## config.mk

```make
export PLATFORM = sky130hd
export DESIGN_NAME = hazard_mc_flat
export DESIGN_NICKNAME = d
export VERILOG_FILES = /design/src/rtl/hazard_mc_if.sv /design/src/rtl/hazard_mc.sv /design/src/flat_wrapper.sv
export SDC_FILE = /design/constraint.sdc
export NUM_CORES = 1
export LEC_CHECK = 0
export BUFFER_PORTS_ARGS = -buffer_cell sky130_fd_sc_hd__buf_4
export CAP_MARGIN = 15
export CORE_MARGIN = 5
export CORE_UTILIZATION = 44
export CTS_BUF_LIST = sky130_fd_sc_hd__clkbuf_16
export DETAILED_ROUTE_END_ITERATION = 12
export GPL_TIMING_DRIVEN = 1
export PLACE_DENSITY_LB_ADDON = 0.15
export SLEW_MARGIN = 20
export SYNTH_ARGS = -nofsm -noshare
export SYNTH_HDL_FRONTEND = slang
export SYNTH_SLANG_ARGS = --single-unit
```

## constraint.sdc

```tcl
create_clock -name clk -period 2.1 [get_ports clk]
set_input_delay 0.315 -clock clk [delete_from_list [all_inputs] [get_ports clk]]
set_output_delay 0.315 -clock clk [all_outputs]
set_load 0.05 [all_outputs]
```

## src/rtl/hazard_mc_if.sv

```systemverilog
// hazard_mc_if: bundle between the datapath/controller and the hazard unit.
//   master : datapath side, drives stage register indices/controls, receives
//            stall/flush/forward selects and MDU status.
//   slave  : hazard unit side.
// Parameters: REG_AW register index width, PERF_W stall counter width.
interface hazard_mc_if #(
  parameter int unsigned REG_AW = 5,
  parameter int unsigned PERF_W = 16
);
  // decode stage
  logic [REG_AW-1:0] rsD, rtD;
  logic              branchD, jumpRegD;
  // execute stage
  logic [REG_AW-1:0] rsE, rtE, writeRegE;
  logic              regWriteE, memToRegE, mduStartE;
  // memory stage
  logic [REG_AW-1:0] writeRegM;
  logic              regWriteM, memToRegM, hilo_weM, exceptM;
  // writeback stage
  logic [REG_AW-1:0] writeRegW;
  logic              regWriteW, hilo_weW;
  // hazard unit outputs
  logic              stallF, stallD, stallE;
  logic              flushD, flushE, flushM, flushW;
  logic              forwardAD, forwardBD;
  logic [1:0]        forwardAE, forwardBE, forwardHiloE;
  logic              mduBusy, mduDone;
  logic [PERF_W-1:0] stallCycles;

  modport master (
    output rsD, rtD, branchD, jumpRegD,
    output rsE, rtE, writeRegE, regWriteE, memToRegE, mduStartE,
    output writeRegM, regWriteM, memToRegM, hilo_weM, exceptM,
    output writeRegW, regWriteW, hilo_weW,
    input  stallF, stallD, stallE, flushD, flushE, flushM, flushW,
    input  forwardAD, forwardBD, forwardAE, forwardBE, forwardHiloE,
    input  mduBusy, mduDone, stallCycles
  );

  modport slave (
    input  rsD, rtD, branchD, jumpRegD,
    input  rsE, rtE, writeRegE, regWriteE, memToRegE, mduStartE,
    input  writeRegM, regWriteM, memToRegM, hilo_weM, exceptM,
    input  writeRegW, regWriteW, hilo_weW,
    output stallF, stallD, stallE, flushD, flushE, flushM, flushW,
    output forwardAD, forwardBD, forwardAE, forwardBE, forwardHiloE,
    output mduBusy, mduDone, stallCycles
  );
endinterface

```

## src/rtl/hazard_mc.sv

```systemverilog
// hazard_mc: 5-stage MIPS hazard unit with multi-cycle MDU interlock.
//   clk, rst : pipeline clock, asynchronous active-high reset.
//   hz       : hazard_mc_if.slave (stage indices/controls in; stall, flush,
//              forward selects, mduBusy/mduDone, stallCycles out).
// GPR forwarding, load-use and branch-compare stalls, MDU IDLE/BUSY/DONE
// interlock, HI/LO forwarding from the MDU result, exception flush.
// Optional: define HAZARD_PERF_CNT_EN to enable the saturating stall-cycle
// counter; otherwise stallCycles is tied to zero.
module hazard_mc #(
  parameter int unsigned REG_AW     = 5,
  parameter int unsigned MDU_CYCLES = 32,
  parameter int unsigned CNT_W      = 6,
  parameter int unsigned PERF_W     = 16
) (
  input logic        clk,
  input logic        rst,
  hazard_mc_if.slave hz
);

  localparam logic [REG_AW-1:0] ZERO_REG = '0;
  localparam logic [CNT_W-1:0]  CNT_LOAD = CNT_W'(MDU_CYCLES - 1);

  typedef enum logic [1:0] {IDLE, BUSY, DONE} mduState_e;

  mduState_e         stateQ, stateNext;
  logic [CNT_W-1:0]  cntQ, cntNext;
  logic              busyQ, doneQ;
  logic              mduStall, lwStall, branchStall, hazStall;

  // GPR forwarding selects, M has priority over W, r0 never forwarded
  always_comb begin
    hz.forwardAE = 2'b00;
    hz.forwardBE = 2'b00;
    if (hz.rsE != ZERO_REG && hz.rsE == hz.writeRegM && hz.regWriteM)
      hz.forwardAE = 2'b10;
    else if (hz.rsE != ZERO_REG && hz.rsE == hz.writeRegW && hz.regWriteW)
      hz.forwardAE = 2'b01;
    if (hz.rtE != ZERO_REG && hz.rtE == hz.writeRegM && hz.regWriteM)
      hz.forwardBE = 2'b10;
    else if (hz.rtE != ZERO_REG && hz.rtE == hz.writeRegW && hz.regWriteW)
      hz.forwardBE = 2'b01;
  end

  assign hz.forwardAD = (hz.rsD != ZERO_REG) && (hz.rsD == hz.writeRegM) && hz.regWriteM;
  assign hz.forwardBD = (hz.rtD != ZERO_REG) && (hz.rtD == hz.writeRegM) && hz.regWriteM;

  // HI/LO source: a just-finished MDU result beats any in-flight mthi/mtlo
  always_comb begin
    hz.forwardHiloE = 2'b00;
    if (doneQ)            hz.forwardHiloE = 2'b11;
    else if (hz.hilo_weM) hz.forwardHiloE = 2'b10;
    else if (hz.hilo_weW) hz.forwardHiloE = 2'b01;
  end

  assign lwStall     = hz.memToRegE && (hz.rsD == hz.rtE || hz.rtD == hz.rtE);
  assign branchStall = (hz.branchD || hz.jumpRegD) &&
                       ((hz.regWriteE && (hz.writeRegE == hz.rsD || hz.writeRegE == hz.rtD)) ||
                        (hz.memToRegM && (hz.writeRegM == hz.rsD || hz.writeRegM == hz.rtD)));
  assign hazStall    = lwStall || branchStall;
  // the IDLE term stalls the issuing cycle before BUSY is registered
  assign mduStall    = (stateQ == IDLE && hz.mduStartE) || (stateQ == BUSY);

  // stall/flush selects; exception overrides everything
  always_comb begin
    hz.stallF = 1'b0;
    hz.stallD = 1'b0;
    hz.stallE = 1'b0;
    hz.flushD = 1'b0;
    hz.flushE = 1'b0;
    hz.flushM = 1'b0;
    hz.flushW = 1'b0;
    if (hz.exceptM) begin
      hz.flushD = 1'b1;
      hz.flushE = 1'b1;
      hz.flushM = 1'b1;
      hz.flushW = 1'b1;
    end else if (mduStall) begin
      hz.stallF = 1'b1;
      hz.stallD = 1'b1;
      hz.stallE = 1'b1;
      hz.flushM = 1'b1;
    end else if (hazStall) begin
      hz.stallF = 1'b1;
      hz.stallD = 1'b1;
      hz.flushE = 1'b1;
    end
  end

  // MDU FSM next state
  always_comb begin
    stateNext = stateQ;
    cntNext   = cntQ;
    if (hz.exceptM) begin
      stateNext = IDLE;
      cntNext   = '0;
    end else begin
      unique case (stateQ)
        IDLE: if (hz.mduStartE) begin
          stateNext = BUSY;
          cntNext   = CNT_LOAD;
        end
        BUSY: if (cntQ != '0) cntNext = cntQ - CNT_W'(1);
              else            stateNext = DONE;
        DONE: stateNext = IDLE;
        default: begin
          stateNext = IDLE;
          cntNext   = '0;
        end
      endcase
    end
  end

  // MDU FSM state and registered status flags
  always_ff @(posedge clk or posedge rst) begin
    if (rst) begin
      stateQ <= IDLE;
      cntQ   <= '0;
      busyQ  <= 1'b0;
      doneQ  <= 1'b0;
    end else begin
      stateQ <= stateNext;
      cntQ   <= cntNext;
      busyQ  <= (stateNext == BUSY);
      doneQ  <= (stateNext == DONE);
    end
  end

  assign hz.mduBusy = busyQ;
  assign hz.mduDone = doneQ;

`ifdef HAZARD_PERF_CNT_EN
  logic [PERF_W-1:0] perfQ;

  // saturating count of fetch-stall cycles, cleared by an exception
  always_ff @(posedge clk or posedge rst) begin
    if (rst)                               perfQ <= '0;
    else if (hz.exceptM)                   perfQ <= '0;
    else if (hz.stallF && (perfQ != '1))   perfQ <= perfQ + PERF_W'(1);
  end

  assign hz.stallCycles = perfQ;
`else
  assign hz.stallCycles = PERF_W'(0);
`endif

endmodule

```

## src/flat_wrapper.sv

```systemverilog
// flat-port wrapper written by rule: the top's interface ports become plain ports
module hazard_mc_flat 
#(
  parameter int unsigned REG_AW     = 5,
  parameter int unsigned MDU_CYCLES = 32,
  parameter int unsigned CNT_W      = 6,
  parameter int unsigned PERF_W     = 16
)
  (clk, rst, hz_rsD, hz_rtD, hz_branchD, hz_jumpRegD, hz_rsE, hz_rtE, hz_writeRegE, hz_regWriteE, hz_memToRegE, hz_mduStartE, hz_writeRegM, hz_regWriteM, hz_memToRegM, hz_hilo_weM, hz_exceptM, hz_writeRegW, hz_regWriteW, hz_hilo_weW, hz_stallF, hz_stallD, hz_stallE, hz_flushD, hz_flushE, hz_flushM, hz_flushW, hz_forwardAD, hz_forwardBD, hz_forwardAE, hz_forwardBE, hz_forwardHiloE, hz_mduBusy, hz_mduDone, hz_stallCycles);
  hazard_mc_if #(.REG_AW(REG_AW), .PERF_W(PERF_W)) hz_i ();
  input logic clk;
  input logic rst;
  input wire logic [$bits(hz_i.rsD)-1:0] hz_rsD;
  input wire logic [$bits(hz_i.rtD)-1:0] hz_rtD;
  input wire logic [$bits(hz_i.branchD)-1:0] hz_branchD;
  input wire logic [$bits(hz_i.jumpRegD)-1:0] hz_jumpRegD;
  input wire logic [$bits(hz_i.rsE)-1:0] hz_rsE;
  input wire logic [$bits(hz_i.rtE)-1:0] hz_rtE;
  input wire logic [$bits(hz_i.writeRegE)-1:0] hz_writeRegE;
  input wire logic [$bits(hz_i.regWriteE)-1:0] hz_regWriteE;
  input wire logic [$bits(hz_i.memToRegE)-1:0] hz_memToRegE;
  input wire logic [$bits(hz_i.mduStartE)-1:0] hz_mduStartE;
  input wire logic [$bits(hz_i.writeRegM)-1:0] hz_writeRegM;
  input wire logic [$bits(hz_i.regWriteM)-1:0] hz_regWriteM;
  input wire logic [$bits(hz_i.memToRegM)-1:0] hz_memToRegM;
  input wire logic [$bits(hz_i.hilo_weM)-1:0] hz_hilo_weM;
  input wire logic [$bits(hz_i.exceptM)-1:0] hz_exceptM;
  input wire logic [$bits(hz_i.writeRegW)-1:0] hz_writeRegW;
  input wire logic [$bits(hz_i.regWriteW)-1:0] hz_regWriteW;
  input wire logic [$bits(hz_i.hilo_weW)-1:0] hz_hilo_weW;
  output wire logic [$bits(hz_i.stallF)-1:0] hz_stallF;
  output wire logic [$bits(hz_i.stallD)-1:0] hz_stallD;
  output wire logic [$bits(hz_i.stallE)-1:0] hz_stallE;
  output wire logic [$bits(hz_i.flushD)-1:0] hz_flushD;
  output wire logic [$bits(hz_i.flushE)-1:0] hz_flushE;
  output wire logic [$bits(hz_i.flushM)-1:0] hz_flushM;
  output wire logic [$bits(hz_i.flushW)-1:0] hz_flushW;
  output wire logic [$bits(hz_i.forwardAD)-1:0] hz_forwardAD;
  output wire logic [$bits(hz_i.forwardBD)-1:0] hz_forwardBD;
  output wire logic [$bits(hz_i.forwardAE)-1:0] hz_forwardAE;
  output wire logic [$bits(hz_i.forwardBE)-1:0] hz_forwardBE;
  output wire logic [$bits(hz_i.forwardHiloE)-1:0] hz_forwardHiloE;
  output wire logic [$bits(hz_i.mduBusy)-1:0] hz_mduBusy;
  output wire logic [$bits(hz_i.mduDone)-1:0] hz_mduDone;
  output wire logic [$bits(hz_i.stallCycles)-1:0] hz_stallCycles;
  assign hz_i.rsD = hz_rsD;
  assign hz_i.rtD = hz_rtD;
  assign hz_i.branchD = hz_branchD;
  assign hz_i.jumpRegD = hz_jumpRegD;
  assign hz_i.rsE = hz_rsE;
  assign hz_i.rtE = hz_rtE;
  assign hz_i.writeRegE = hz_writeRegE;
  assign hz_i.regWriteE = hz_regWriteE;
  assign hz_i.memToRegE = hz_memToRegE;
  assign hz_i.mduStartE = hz_mduStartE;
  assign hz_i.writeRegM = hz_writeRegM;
  assign hz_i.regWriteM = hz_regWriteM;
  assign hz_i.memToRegM = hz_memToRegM;
  assign hz_i.hilo_weM = hz_hilo_weM;
  assign hz_i.exceptM = hz_exceptM;
  assign hz_i.writeRegW = hz_writeRegW;
  assign hz_i.regWriteW = hz_regWriteW;
  assign hz_i.hilo_weW = hz_hilo_weW;
  assign hz_stallF = hz_i.stallF;
  assign hz_stallD = hz_i.stallD;
  assign hz_stallE = hz_i.stallE;
  assign hz_flushD = hz_i.flushD;
  assign hz_flushE = hz_i.flushE;
  assign hz_flushM = hz_i.flushM;
  assign hz_flushW = hz_i.flushW;
  assign hz_forwardAD = hz_i.forwardAD;
  assign hz_forwardBD = hz_i.forwardBD;
  assign hz_forwardAE = hz_i.forwardAE;
  assign hz_forwardBE = hz_i.forwardBE;
  assign hz_forwardHiloE = hz_i.forwardHiloE;
  assign hz_mduBusy = hz_i.mduBusy;
  assign hz_mduDone = hz_i.mduDone;
  assign hz_stallCycles = hz_i.stallCycles;
  hazard_mc #(.REG_AW(REG_AW), .MDU_CYCLES(MDU_CYCLES), .CNT_W(CNT_W), .PERF_W(PERF_W)) u_core (.clk(clk), .rst(rst), .hz(hz_i));
endmodule
```

==> results of run 1 <==
## metal layers
| layer | vias to the layer above | global-route usage (%) | share of wire [%] |
|---|---|---|---|
| li1 | 689 | - | - |
| met1 | 615 | 22.6 | 46 |
| met2 | 55 | 29.2 | 46 |
| met3 | 0 | 3.23 | 8.1 |
| met4 | 0 | 1.52 | 0 |
| met5 | - | 0 | 0 |
## cell type report
class                           instances  area (um^2)
Multi-Input combinational cell        149         1100
Fill cell                             282         1050
Timing Repair Buffer                   66          495
Sequential cell                        10          250
Clock buffer                            3         75.1
Tap cell                               44         55.1
Inverter                                7         26.3
## power groups by stage
stage | Sequential [mW] | Clock (mW) | Combinational (mW)
after floorplan | 0.234 | 0 | 0.362
after global placement | 0.230 | 0 | 0.486
after detailed placement | 0.230 | 0 | 0.490
after CTS | 0.228 | 0.334 | 0.491
after global routing | 0.232 | 0.343 | 0.530
final | 0.228 | 0.327 | 0.489
## worst paths after layout
kind | startpoint | end | depth (start not counted)
setup / recovery | hz_writeRegM[4] | hz_stallD | 7
hold / removal | rst | u_core.cntQ[1]$_DFFE_PP0P_ | 2
setup reg to reg | u_core.cntQ[3]$_DFFE_PP0P_ | u_core.cntQ[4]$_DFFE_PP0P_ | 5
hold reg to reg | u_core.cntQ[2]$_DFFE_PP0P_ | u_core.cntQ[2]$_DFFE_PP0P_ | 1
max in group asynchronous | rst | u_core.cntQ[4]$_DFFE_PP0P_ | 2
min in group clk | hz_exceptM | u_core.cntQ[4]$_DFFE_PP0P_ | 4
## placed cells by master, fill, tap and decap left out, types with 2 or more instances in the layout
cell and n:
nand3_1 4, xnor2_1 44, a21oi_1 7, nor2_1 7, nor2b_1 3, or2_2 3, nor3_1 3, nor2_4 2
nand2_1 11, dfrtp_1 10, nand2b_1 2, o21ai_0 6, a31oi_1 3, o22a_1 2, nand4_1 7, buf_4 66
xor2_1 6, or4_4 2, o22ai_1 3, clkbuf_16 3, inv_1 7, or4_1 2, nor4_4 4, conb_1 16
## flip-flops by register name (all words and copies together), names as in the netlist
register	flops
u_core.hz.mduDone	1
u_core.cntQ	6
u_core.hz.mduBusy	1
u_core.stateQ	2
## through the flow
step	instance area [um^2]	util, %
2_1_floorplan	1580	-
3_3_place_gp	1920	63.0
3_5_place_dp	1920	63.0
4_1_cts	2000	65.5
5_1_grt	2000	65.5
6_report	2000	65.5
## cells by family after synthesis
logic type | Yosys count
compound gates | 29
xor+xnor | 50
fa+ha+maj | 1
buf+inv | 35
flops | 10
other cells | 1
simple gates | 53
==> impl_metrics.env, run 1 <==
export IMPL_async_flop_share_pct=100
export IMPL_synth_most_common_cell="xnor2_1"
export IMPL_ys_warn_count=0
export IMPL_worst_hold_path_type="input port to asynchronous set/reset pin"
export IMPL_dpl_hpwl_um=3150
export IMPL_path_clk_slew_ps=40
export IMPL_critPathCaptureType="primary output"
export IMPL_drtPass1Iterations=4
export IMPL_cts_htree_levels=1
export IMPL_synth_edf_count=0
export IMPL_swShare_pct=37.4
export IMPL_fin_crit_sh_pct=97.1
export IMPL_grt_pass1_vias=1401
export IMPL_drtAntennaViolNets=0
export IMPL_synth_area_um2=1390
export IMPL_clock_path_buffers=2
export IMPL_finalSetupTns_ps=0
export IMPL_synth_ff_type="dfrtp_1"
export IMPL_fin_ws_ps=61.3
export IMPL_yosys_area_top_type="xnor2_1"
export IMPL_critPathBufInv=2
export IMPL_antenna_found_initial=0
export IMPL_rsz0062_at_grt="true"
export IMPL_combPwrFrac_pct=46.8
export IMPL_portBuffers=64
export IMPL_syn_avg_cell_area_um2=7.77
export IMPL_p_leak_nw=0.853
export IMPL_status="completed"
export IMPL_via_count=1359
export IMPL_power_density_nw_per_um2=522
export IMPL_drt_total_wl_um=3640
export IMPL_cts_buffers=3
export IMPL_clock_sinks=10
export IMPL_cts_tree="done"
export IMPL_critical_path_max_stage_delay_ps=350
export IMPL_crit_chain="buf_4 > xnor2_1 > nand3_1 > o22ai_1 > a22oi_1 > o311ai_4 > buf_4"
export IMPL_setup_violations=0
export IMPL_finClkSkew_ps=1.34
export IMPL_wl_per_cell_um=13.1
export IMPL_grt_ovfl_total=0
export IMPL_ys_top_cells_by_area="xnor2_1 28%, dfrtp_1 18%, buf_4 10%"
export IMPL_synth_top_family_by_area="XOR/XNOR gates"
export IMPL_clk_latency_ps=230
export IMPL_synth_simple_gate_area_share_pct=20.5
export IMPL_pre_cts_ws_ps=86.6
export IMPL_nets=286
export IMPL_critPathSlowestCell="o311ai_4"
export IMPL_cp_common_cell="buf_4"
export IMPL_hold_violations=0
export IMPL_ys_seq_elements=10
export IMPL_die_h_um=66.2
export IMPL_timing_final_max_slew_violations=0
export IMPL_grt_max_degree=13
export IMPL_total_power_mw=1.04
export IMPL_max_freq_mhz=491
export IMPL_synthMuxAreaShare_pct=0
export IMPL_synth_seq_area_share_pct=18.0
export IMPL_row_count=20
export IMPL_drtIter0Drc=40
export IMPL_viasPerCell=4.87
export IMPL_netlist_instances=179
export IMPL_synthAdderAreaFrac_pct=0.900
export IMPL_grt_util_all_layers_pct=17.0
export IMPL_drc=0
export IMPL_start_util_pct=45.5
export IMPL_dp_cells=276
export IMPL_min_period_ps=2040
export IMPL_synth_xor_area_share_pct=31.5
export IMPL_cpLargestDelayFamily="compound AO/OA/AOI/OAI gates"
export IMPL_max_cap_violations=0
export IMPL_whs_ps=61.6
export IMPL_crit_type="input port to primary output"
export IMPL_ys_types=33
export IMPL_r2r_slack_ps=300
export IMPL_power_internal_mw=0.653
export IMPL_switchingPower_mw=0.391
export IMPL_synth_top_area_share_pct=27.7
export IMPL_start_kind="input port"
export IMPL_syn_to_final_growth_pct=43.8
export IMPL_io_pins=81
export IMPL_arrival_ps=1720
export IMPL_synth_compound_area_share_pct=13.5
export IMPL_die_width_um=66.2
export IMPL_layout_cells_non_filler=279
export IMPL_antenna_cells=0
export IMPL_clkPwrFrac_pct=31.3
export IMPL_crit_required_ps=1780
export IMPL_ir_drop_mv=0.323
export IMPL_cts_root_buf="clkbuf_16"
export IMPL_synth_commonest_cells="44 x xnor2_1, 19 x buf_4, 11 x nand2_1, 10 x dfrtp_1, 9 x nor2_1"
export IMPL_ctsResizeCount=0
export IMPL_grt_pass1_wl_um=6000
export IMPL_core_area_um2=3050
export IMPL_drive_gt1_share_pct=35.7
export IMPL_postCtsHoldBufs=0
export IMPL_cts_setup_buffers=0
export IMPL_dieArea_um2=4380
export IMPL_gp_congestion=0.788
export IMPL_seqPwrFrac_pct=21.8
export IMPL_cp_max_fo=4
Note: power is estimated with default switching activity, not from simulation.
==> run 2: changes to the inputs <==
Settings changed: BUFFER_PORTS_ARGS -buffer_cell sky130_fd_sc_hd__buf_4 to -buffer_cell sky130_fd_sc_hd__buf_2.
==> run 2 against run 1 <==
Wire length down 2.1%. Final area down 6.0%. First-iteration DRC count up 15%. Count of clock-buffer cells in the layout unchanged. Sequential share of layout area up 0.80 points. Combinational power down 6.1%. Power down 2.8%.
==> impl_metrics.env, run 2 (same netlist as run 1, synthesis figures left out) <==
export IMPL_status="completed"
export IMPL_swShare_pct=38.4
export IMPL_cp_max_fo=3
export IMPL_combPwrFrac_pct=45.2
export IMPL_seqPwrFrac_pct=22.4
export IMPL_timing_final_max_slew_violations=0
export IMPL_busiest_layer="met2"
export IMPL_dieArea_um2=4380
export IMPL_drc=0
export IMPL_clock_sinks=10
export IMPL_max_cap_violations=0
export IMPL_switchingPower_mw=0.390
export IMPL_viasPerCell=4.80
export IMPL_start_kind="input port"
export IMPL_critPathCaptureType="primary output"
export IMPL_core_area_um2=3050
export IMPL_final_common_cell="buf_2"
export IMPL_crit_required_ps=1780
export IMPL_clkPwrFrac_pct=32.3
export IMPL_die_h_um=66.2
export IMPL_start_util_pct=45.5
export IMPL_max_freq_mhz=493
export IMPL_grt_use_met1_pct=23.0
export IMPL_syn_to_final_growth_pct=35.2
export IMPL_wl_per_cell_um=12.6
export IMPL_cts_tree="done"
export IMPL_via_count=1359
export IMPL_layout_common_cells="60 x buf_2, 44 x xnor2_1, 16 x conb_1, 11 x nand2_1, 10 x dfrtp_1"
export IMPL_power_internal_mw=0.625
export IMPL_met2_usage_pct=26.0
export IMPL_gp_congestion=0.912
export IMPL_min_period_ps=2030
export IMPL_rsz0062_at_grt="true"
export IMPL_fin_crit_sh_pct=96.6
export IMPL_portBuffers=64
export IMPL_antenna_found_initial=0
export IMPL_antenna_cells=0
export IMPL_drive_gt1_share_pct=36.8
export IMPL_grt_max_degree=13
export IMPL_clk_latency_ps=230
export IMPL_worst_hold_path_type="input port to asynchronous set/reset pin"
export IMPL_die_width_um=66.2
export IMPL_grt_util_all_layers_pct=16.7
export IMPL_path_clk_slew_ps=40
export IMPL_hold_violations=0
export IMPL_grt_pass1_wl_um=5780
export IMPL_p_leak_nw=0.824
export IMPL_use_met3_pct=3.91
export IMPL_drt_total_wl_um=3570
export IMPL_dpl_hpwl_um=3080
export IMPL_nets=290
export IMPL_crit_type="input port to primary output"
export IMPL_drtPass1Iterations=4
export IMPL_cts_setup_buffers=0
export IMPL_drtIter0Drc=46
export IMPL_row_count=20
export IMPL_reg_top3="u_core.cntQ x6, u_core.stateQ x2"
export IMPL_setup_violations=0
export IMPL_arrival_ps=1710
export IMPL_whs_ps=44.9
export IMPL_fin_ws_ps=71.2
export IMPL_pre_cts_ws_ps=21.9
export IMPL_drtAntennaViolNets=0
export IMPL_finalSetupTns_ps=0
export IMPL_clock_path_buffers=2
export IMPL_finClkSkew_ps=1.20
export IMPL_cts_htree_levels=1
export IMPL_power_density_nw_per_um2=540
export IMPL_cts_root_buf="clkbuf_16"
export IMPL_grt_pass1_vias=1316
export IMPL_io_pins=81
export IMPL_cts_buffers=3
export IMPL_grt_ovfl_total=0
export IMPL_max_flop_register="u_core.cntQ"
export IMPL_ir_drop_mv=0.406
export IMPL_largest_reg_flops=6
-- run 2: changes by cell type in the layout (fill, tap and decap cells not counted) --
cell,change
buf_2,+60
buf_4,-58
clkbuf_4,+2
-- run 2: routing by layer --
metal / up-vias / wire [um]
met3: 4 / 270
met5: - / 0
met2: 54 / 1580
met4: 0 / 47
met1: 606 / 1670
li1: 695 / -
-- run 2: final cells by class --
class                      instances  area (um^2)
fill                             299         1170
clock buffer                       3         75.1
timing repair buffer              70          375
inverter                           7         26.3
sequential                        10          250
tap                               44         55.1
multi-input combinational        149         1100
-- run 2: final timing paths --
check	startpoint	depth (start not counted)	slack (ps)	end
max in group asynchronous	rst	2	1790	u_core.cntQ[0]$_DFFE_PP0P_
worst max register to register	u_core.cntQ[3]$_DFFE_PP0P_	5	300	u_core.cntQ[2]$_DFFE_PP0P_
worst min register to register	u_core.cntQ[5]$_DFFE_PP0P_	2	540	u_core.cntQ[5]$_DFFE_PP0P_
worst max-delay path	hz_rsE[1]	6	70	hz_forwardAE[0]
worst min-delay path	rst	2	40	u_core.cntQ[1]$_DFFE_PP0P_
min in group clk	hz_exceptM	4	420	u_core.cntQ[4]$_DFFE_PP0P_
-- run 2: power groups by stage --
| stage | Clock, mW | Sequential (mW) | Combinational (mW) |
|---|---|---|---|
| after detailed placement | 0 | 0.229 | 0.457 |
| after floorplan | 0 | 0.234 | 0.362 |
| after CTS | 0.335 | 0.228 | 0.457 |
| after global routing | 0.348 | 0.232 | 0.497 |
| final | 0.328 | 0.228 | 0.459 |
| after global placement | 0 | 0.230 | 0.455 |
-- run 2: repair_timing --
item | in CTS | in global routing
endpoints found under the setup margin | 0 | 4
resized for setup | 0 | 6
hold buffers | 0 | 0
-- run 2: metrics by stage --
stage / utilization [%] / instances / instance area (um^2) / power [mW]
after detailed placement: 58.8 / 280 / 1790 / 0.686
after CTS: 61.2 / 283 / 1870 / 1.02
after global routing: 61.6 / 283 / 1880 / 1.08
after floorplan: - / 194 / 1580 / 0.596
final: 61.6 / 283 / 1880 / 1.02
after global placement: 58.8 / 280 / 1790 / 0.685
-- run 2: critical path, cell delays in order --
cell and delay, ps:
buf_2 130, or4_4 540, nor2_4 180, nor4_4 60
nor4_4 210, clkbuf_4 270
==> run 3: changes to the inputs <==
Settings changed: BUFFER_PORTS_ARGS -buffer_cell sky130_fd_sc_hd__buf_2 to default, CORE_UTILIZATION 44 to 63, CTS_CLUSTER_DIAMETER from default to 60, DONT_BUFFER_PORTS from default to 1, RECOVER_POWER from default to 50.
==> run 3 against run 2 <==
Combinational power shrank 21%. Sequential share of layout area up 2.0 points. Register-to-register slack got worse by 30 ps. Count of clock-buffer cells in the layout unchanged. Global-route usage increased by 5.4 points. Final cell count shrank 26%. Clock power about the same. Die area shrank 26%.
==> impl_metrics.env, run 3 (same netlist as run 1, synthesis figures left out) <==
export IMPL_grt_max_degree=11
export IMPL_nets=232
export IMPL_portBuffers=0
export IMPL_layout_common_cells="44 x xnor2_1, 16 x conb_1, 11 x nand2_1, 10 x dfrtp_1"
export IMPL_start_kind="register"
export IMPL_drtAntennaViolNets=0
export IMPL_max_flop_register="u_core.cntQ"
export IMPL_ir_drop_mv=0.711
export IMPL_grt_pass1_vias=1274
export IMPL_viasPerCell=5.86
export IMPL_io_pins=81
export IMPL_grt_pass1_wl_um=5730
export IMPL_layout_cells_non_filler=209
export IMPL_cp_max_fo=5
export IMPL_rsz0062_at_grt="false"
export IMPL_dieArea_um2=3250
export IMPL_clock_path_buffers=2
export IMPL_critical_path_max_stage_delay_ps=420
export IMPL_max_cap_violations=0
export IMPL_critPathSlowestCell="dfrtp_1"
export IMPL_clock_sinks=10
export IMPL_timing_final_max_slew_violations=0
export IMPL_drive_gt1_share_pct=16.0
export IMPL_reg_top3="u_core.cntQ x6, u_core.stateQ x2"
export IMPL_cts_buffers=3
export IMPL_largest_reg_flops=6
export IMPL_tightest_slew_ps=595
export IMPL_highest_layer="met4"
export IMPL_antenna_cells=0
export IMPL_syn_to_final_growth_pct=17.2
export IMPL_total_power_mw=0.930
export IMPL_critPathCaptureType="primary output"
export IMPL_dp_cells=205
export IMPL_met3_length_um=280
export IMPL_drtPass1Iterations=4
export IMPL_hold_violations=0
export IMPL_cts_tree="done"
export IMPL_grt_util_all_layers_pct=22.1
export IMPL_die_h_um=57.0
export IMPL_worst_hold_path_type="input port to register"
export IMPL_final_common_cell="xnor2_1"
export IMPL_via_count=1224
export IMPL_die_width_um=57.0
export IMPL_fin_crit_sh_pct=91.4
export IMPL_whs_ps=322
export IMPL_power_density_nw_per_um2=571
export IMPL_row_count=17
export IMPL_crit_chain="nor2_1 > o21ai_2 > a31oi_2 > o31ai_4 > buf_12"
export IMPL_grt_ovfl_total=0
export IMPL_status="completed"
export IMPL_start_util_pct=64.7
export IMPL_finClkSkew_ps=2.42
export IMPL_drc=0
export IMPL_arrival_ps=1610
export IMPL_wl_per_cell_um=17.1
export IMPL_relSlewSlack_pct=60.5
export IMPL_final_area_um2=1630
export IMPL_crit_required_ps=1780
export IMPL_p_leak_nw=0.600
export IMPL_met2_length_um=2020
export IMPL_wl_met1_um=1240
export IMPL_placed_area_um2=1540
export IMPL_cts_setup_buffers=0
export IMPL_clk_latency_ps=230
export IMPL_max_freq_mhz=521
export IMPL_path_clk_slew_ps=40
export IMPL_drtIter0Drc=69
export IMPL_cts_htree_levels=1
export IMPL_cts_root_buf="clkbuf_16"
export IMPL_min_period_ps=1920
export IMPL_gp_congestion=0.813
export IMPL_crit_type="register to primary output"
export IMPL_core_area_um2=2150
export IMPL_drt_total_wl_um=3570
export IMPL_dpl_hpwl_um=3040
export IMPL_antenna_found_initial=0
export IMPL_setup_violations=0
==> run 3: area by class of cell <==
| class | instances | area (um^2) |
|---|---|---|
| Multi-Input combinational cell | 149 | 1110 |
| Fill cell | 175 | 519 |
| Sequential cell | 10 | 250 |
| Tap cell | 28 | 35.0 |
| Timing Repair Buffer | 12 | 135 |
| Clock buffer | 3 | 75.1 |
| Inverter | 7 | 26.3 |
==> run 3: worst paths after layout <==
path / startpoint / to / slack (ps) / depth (start not counted)
worst min-delay path: hz_mduStartE / u_core.stateQ[0]$_DFF_PP0_ / 320 / 2
worst max-delay path: u_core.stateQ[1]$_DFF_PP0_ / hz_flushE / 180 / 5
worst min register to register: u_core.cntQ[5]$_DFFE_PP0P_ / u_core.cntQ[5]$_DFFE_PP0P_ / 530 / 2
min in group asynchronous: rst / u_core.cntQ[4]$_DFFE_PP0P_ / 500 / 2
worst max register to register: u_core.cntQ[3]$_DFFE_PP0P_ / u_core.cntQ[2]$_DFFE_PP0P_ / 270 / 5
max in group asynchronous: rst / u_core.cntQ[2]$_DFFE_PP0P_ / 1330 / 2
==> run 3: worst max-delay path, delay by kind of cell (launching register included) <==
family,cells,cell delay (ps)
compound gates,3,550
flops,1,420
simple gates,1,240
buf+inv,1,170
==> run 3: where the power goes <==
group / internal (mW) / leakage (nW) / switching (mW) / total (mW)
Combinational: 0.141 / 0.436 / 0.222 / 0.363
Clock: 0.246 / 0.0370 / 0.0829 / 0.329
Sequential: 0.212 / 0.127 / 0.0259 / 0.238
Total: 0.599 / 0.600 / 0.331 / 0.930
==> run 3: stage by stage <==
stage | setup slack [ps] | util (%) | TNS, ps
6_report | 180 | 75.8 | 0
3_3_place_gp | 269 | 71.8 | 0
3_5_place_dp | 240 | 71.8 | 0
4_1_cts | 67.2 | 75.7 | 0
5_1_grt | 82.0 | 75.8 | 0
2_1_floorplan | -116 | - | -214
==> run 3: per-layer routing <==
layer	GRT usage [%]	vias up
met4	7.95	0
met3	7.69	4
met1	21.2	595
li1	-	576
met5	0	-
met2	42.9	49
==> run 3: timing repair <==
item,4_1_cts,5_1_grt
hold buffers,1,0
hold endpoints to repair,10,0
resized for setup,0,2
setup endpoints to repair,0,1
